`config.mk`:
```
export PLATFORM = sky130hd
export DESIGN_NAME = display_scan_ctrl
export DESIGN_NICKNAME = d
export VERILOG_FILES = /design/src/rtl/display_scan_ctrl.sv
export SDC_FILE = /design/constraint.sdc
export NUM_CORES = 1
export LEC_CHECK = 0
export ABC_AREA = 1
export BUFFER_PORTS_ARGS = -buffer_cell sky130_fd_sc_hd__buf_2
export CAP_MARGIN = 15
export CORE_MARGIN = 4
export CORE_UTILIZATION = 58
export DETAILED_ROUTE_END_ITERATION = 16
export GPL_ROUTABILITY_DRIVEN = 0
export GPL_TIMING_DRIVEN = 0
export PLACE_DENSITY = 0.82
export SYNTH_ARGS = -nofsm -noshare
export SYNTH_HDL_FRONTEND = slang
export SYNTH_SLANG_ARGS = --single-unit
```
`constraint.sdc`:
```
create_clock -name clk -period 1.7 [get_ports clk]
set_input_delay 0.085 -clock clk [delete_from_list [all_inputs] [get_ports clk]]
set_output_delay 0.085 -clock clk [all_outputs]
set_load 0.1 [all_outputs]
```
`src/rtl/display_scan_ctrl.sv`:
```
// Two-digit multiplexed 7-segment scan controller with a debounced Gray-code input.
// The external decoder turns gray_stable/show_decades into seg_in, and this block drives the segment bus and digit enables.
module display_scan_ctrl #(
  parameter int unsigned SCAN_DIV  = 50000,
  parameter int unsigned BLANK_CYC = 500,
  parameter int unsigned DEB_CYC   = 100000,
  parameter bit          LZ_BLANK  = 1'b1
) (
  input  logic       clk,
  input  logic       rst,
  input  logic [3:0] gray_code,
  input  logic [6:0] seg_in,
  output logic [3:0] gray_stable,
  output logic       show_decades,
  output logic [6:0] seg_out,
  output logic [1:0] an,
  output logic       code_valid
);

  localparam int unsigned SLOT_MAX = (SCAN_DIV > BLANK_CYC) ? SCAN_DIV : BLANK_CYC;
  localparam int unsigned SLOT_W   = (SLOT_MAX > 1) ? $clog2(SLOT_MAX) : 1;
  localparam int unsigned DEB_W    = (DEB_CYC > 1) ? $clog2(DEB_CYC) : 1;

  typedef enum logic [1:0] {BLANK_U, UNITS, BLANK_D, DECADES} state_e;

  state_e            state_q, state_d;
  logic [SLOT_W-1:0] slot_cnt_q, slot_cnt_d;
  logic [DEB_W-1:0]  deb_cnt_q, deb_cnt_d;
  logic [3:0]        sync1_q, sync1_d, sync2_q, sync2_d;
  logic [3:0]        gray_stable_q, gray_stable_d;
  logic [1:0]        an_q, an_d;
  logic [6:0]        seg_out_q, seg_out_d;
  logic              code_valid_q, code_valid_d;

  logic [3:0] bin_c;
  logic       tens_nz;
  logic       deb_inc;
  logic       slot_last;

  // Gray-to-binary of the accepted code; only the tens test needs it.
  always_comb begin
    bin_c[3] = gray_stable_q[3];
    bin_c[2] = ^gray_stable_q[3:2];
    bin_c[1] = ^gray_stable_q[3:1];
    bin_c[0] = ^gray_stable_q[3:0];
    tens_nz  = (bin_c >= 4'd10);
  end

  always_comb begin
    sync1_d       = gray_code;
    sync2_d       = sync1_q;
    deb_cnt_d     = '0;
    gray_stable_d = gray_stable_q;
    code_valid_d  = 1'b0;
    state_d       = state_q;
    slot_cnt_d    = slot_cnt_q + SLOT_W'(1);
    an_d          = 2'b11;
    seg_out_d     = seg_in;

    // sync1 is the value sync2 takes next, so equality means sync2 holds steady.
    deb_inc = (sync1_q == sync2_q) && (sync2_q != gray_stable_q);
    if (deb_inc) begin
      if (deb_cnt_q == DEB_W'(DEB_CYC - 1)) begin
        gray_stable_d = sync2_q;
        code_valid_d  = 1'b1;
      end else begin
        deb_cnt_d = deb_cnt_q + DEB_W'(1);
      end
    end

    if ((state_q == BLANK_U) || (state_q == BLANK_D)) begin
      slot_last = (slot_cnt_q == SLOT_W'(BLANK_CYC - 1));
    end else begin
      slot_last = (slot_cnt_q == SLOT_W'(SCAN_DIV - 1));
    end

    if (slot_last) begin
      slot_cnt_d = '0;
      case (state_q)
        BLANK_U: state_d = UNITS;
        UNITS:   state_d = BLANK_D;
        BLANK_D: state_d = DECADES;
        default: state_d = BLANK_U;
      endcase
    end

    // Enables follow the current state one cycle later, in step with seg_out.
    case (state_q)
      UNITS:   an_d = 2'b10;
      DECADES: an_d = (LZ_BLANK && !tens_nz) ? 2'b11 : 2'b01;
      default: an_d = 2'b11;
    endcase
  end

  always_ff @(posedge clk) begin
    if (rst) begin
      state_q       <= BLANK_U;
      slot_cnt_q    <= '0;
      deb_cnt_q     <= '0;
      sync1_q       <= 4'b0000;
      sync2_q       <= 4'b0000;
      gray_stable_q <= 4'b0000;
      an_q          <= 2'b11;
      seg_out_q     <= 7'h00;
      code_valid_q  <= 1'b0;
    end else begin
      state_q       <= state_d;
      slot_cnt_q    <= slot_cnt_d;
      deb_cnt_q     <= deb_cnt_d;
      sync1_q       <= sync1_d;
      sync2_q       <= sync2_d;
      gray_stable_q <= gray_stable_d;
      an_q          <= an_d;
      seg_out_q     <= seg_out_d;
      code_valid_q  <= code_valid_d;
    end
  end

  // The decoder gets the tens select through the blank gap so it settles early.
  assign show_decades = (state_q == BLANK_D) || (state_q == DECADES);
  assign gray_stable  = gray_stable_q;
  assign seg_out      = seg_out_q;
  assign an           = an_q;
  assign code_valid   = code_valid_q;

endmodule

```
==> results.sh <==
export IMPL_ir_drop_v=0.000657
export IMPL_hold_path_class="primary input to register"
export IMPL_cp_data_arrival_time_ns=1.53
export IMPL_first_iter_violations=99
export IMPL_antenna_left=0
export IMPL_n_antenna_cell=0
export IMPL_nFillCells=340
export IMPL_final_setup_tns_ns=0
export IMPL_yosys_register_bits=57
export IMPL_yosysSeqAreaShare=0.427
export IMPL_p_leak_nw=1.32
export IMPL_end_kind="output pin"
export IMPL_min_from="rst"
export IMPL_fmax_ghz=0.618
export IMPL_syn_to_final_growth_pct=20.7
export IMPL_place_inst=442
export IMPL_internal_power_mw=2.32
export IMPL_rows=24
export IMPL_netlist_area_mm2=0.00267
export IMPL_layout_drive_gt1_share=0.175
export IMPL_synth_fp_nets=386
export IMPL_die_y_um=75.9
export IMPL_start_kind="register"
export IMPL_multi_input_area_mm2=0.00130
export IMPL_reg2reg_from="deb_cnt_q[0]"
export IMPL_io_pins=28
export IMPL_dp_hpwl_um=3720
export IMPL_clockPowerShare=0.480
export IMPL_post_route_drc_count=0
export IMPL_seqCellArea_mm2=0.00115
export IMPL_synth_cells=363
export IMPL_start_util=0.605
export IMPL_period_share=0.952
export IMPL_clk_latency_ns=0.34
export IMPL_rsz0062_at_grt="false"
export IMPL_pwr_share_comb=0.064
export IMPL_outcome="completed"
export IMPL_cts_root_buffer="clkbuf_8"
export IMPL_grt_usage=0.210
export IMPL_stdcell_area_mm2=0.00323
export IMPL_cts_tree="yes"
export IMPL_overflow=0
export IMPL_p_per_area_mw_per_mm2=934
export IMPL_grt_first_pass_wirelength_um=8980
export IMPL_vias=2302
export IMPL_stdcell_count=469
export IMPL_final_cell_mix="nor2_1 (77), nand2_1 (75), inv_1 (52), dfxtp_1 (52), buf_2 (26)"
export IMPL_synth_cell_types=26
export IMPL_vias_per_cell=4.91
export IMPL_holdWs_ns=0.112
export IMPL_cts_buffer_depth=2
export IMPL_fin_crit_ns=1.62
export IMPL_clk_pin_slew_worst_paths_ns=0.07
export IMPL_grt_max_degree=11
export IMPL_core_area_mm2=0.00441
export IMPL_dieArea_mm2=0.00576
export IMPL_firstDrtPassIters=4
export IMPL_numClockSinks=57
export IMPL_cap_violations=0
export IMPL_synth_avg_cell_area_um2=7.36
export IMPL_fin_worst_skew_ns=0.00759
export IMPL_wirelength_um=5410
export IMPL_yosysWarningCount=0
export IMPL_cts_buffers=9
export IMPL_pre_cts_ws_ns=0.174
export IMPL_die_w_um=75.9
export IMPL_htreeDepth=3
export IMPL_fin_ws_ns=0.0823
export IMPL_first_global_vias=2152
export IMPL_cp_startpoint="state_q[0]"
export IMPL_postPlaceCellArea_mm2=0.00288
export IMPL_avgRoutedWirePerCell_um=11.5
export IMPL_p_seq_frac=0.456
export IMPL_finalHoldViolCount=0
export IMPL_setup_viol=0
export IMPL_portBuffers=27
export IMPL_grt_antenna_before_repair=0
export IMPL_power_switching_mw=0.694
export IMPL_nets=435
export IMPL_slew_headroom=0.667
export IMPL_crit_type="register to output pin"
export IMPL_mostFrequentLayoutCell="nor2_1"
export IMPL_path_max_fanout=8
export IMPL_tightest_slew_ns=0.500
export IMPL_report_final_slew_viol_count=0
export IMPL_swShare=0.230
export IMPL_post_cts_setup_buffers=0
export IMPL_required_ns=1.62
-- cell type report --
type | count | area share
inverters | 54 | 0.0628
clock inverters | 5 | 0.0240
well taps | 52 | 0.0202
clock buffers | 11 | 0.0469
plain buffers | 4 | 0.00931
repair buffers | 38 | 0.0780
multi-input cells | 248 | 0.402
flip-flops and latches | 57 | 0.356
-- path summary, 6_finish.rpt --
kind	depth (start not counted)	to	slack (ns)
worst min register to register	2	sync2_q[2]	0.44
worst max-delay path	4	show_decades	0.08
worst max register to register	9	deb_cnt_q[15]	0.14
worst min-delay path	3	an[0]	0.11
-- cells in the mapped netlist --
library cell  instances  area [µm²]
a21oi_1              11        55.1
a21oi_2               1        8.76
buf_6                 2        22.5
clkbuf_1              2        7.51
dfxtp_1              57        1140
ha_1                 10         125
inv_1                52         195
inv_2                 2        7.51
nand2_1              75         282
nand2_2               2        12.5
nand2_4               1        11.3
nand3_1              11        55.1
nand3_2               6        60.1
nand3b_1              1        7.51
nand4_1               9        56.3
nor2_1               77         289
nor2_2                5        31.3
nor2_4                2        22.5
nor3_1                3        15.0
nor3_2                1        10.0
o21ai_0               6        30.0
o21ai_2               1        8.76
or2_0                 2        12.5
or2_2                 2        12.5
xnor2_1               9        78.8
xor2_1               13         114
-- power by group through the flow --
stage	clock (mW)	sequential (mW)	combinational, mW
after floorplan	0	1.47	0.0679
final	1.45	1.37	0.194
after CTS	1.47	1.38	0.193
after detailed placement	0	1.41	0.172
after global routing	1.54	1.38	0.211
after global placement	0	1.41	0.168
-- cells by family after synthesis --
group	count (synthesis)	share of synthesized area
xor+xnor	22	0.0721
flops	57	0.427
compound gates	19	0.0384
fa+ha+maj	10	0.0468
simple gates	197	0.328
buf+inv	58	0.0871
-- critical path, stage by stage (launching register included) --
cell and delay (ns):
dfxtp_4 0.40, inv_1 0.10, ha_1 0.21, or2_2 0.29
buf_6 0.19
-- metal layers --
metal / vias up / track usage / wire, µm
li1: 1201 / - / -
met1: 1038 / 0.237 / 2350
met2: 57 / 0.366 / 2680
met3: 6 / 0.0792 / 329
met4: 0 / 0.0641 / 50
met5: - / 0 / 0
-- state kept, by name, summed over array words and instances, names as in the netlist --
name / count
code_valid: 1
state_q: 2
seg_out: 7
gray_stable: 4
sync1_q: 4
an: 2
deb_cnt_q: 17
slot_cnt_q: 16
sync2_q: 4
-- metrics by stage --
step | total power, mW | utilization
after floorplan | 1.54 | -
after global placement | 1.57 | 0.652
after detailed placement | 1.58 | 0.652
after CTS | 3.04 | 0.730
after global routing | 3.12 | 0.731
final | 3.01 | 0.731
-- repair_timing --
| item | 4_1_cts | 5_1_grt |
|---|---|---|
| endpoints found under the hold margin | 11 | 0 |
| hold buffers | 11 | 0 |
| gates resized for setup | 3 | 1 |
| setup endpoints to repair | 1 | 1 |
(Power assumes the default switching activity.)
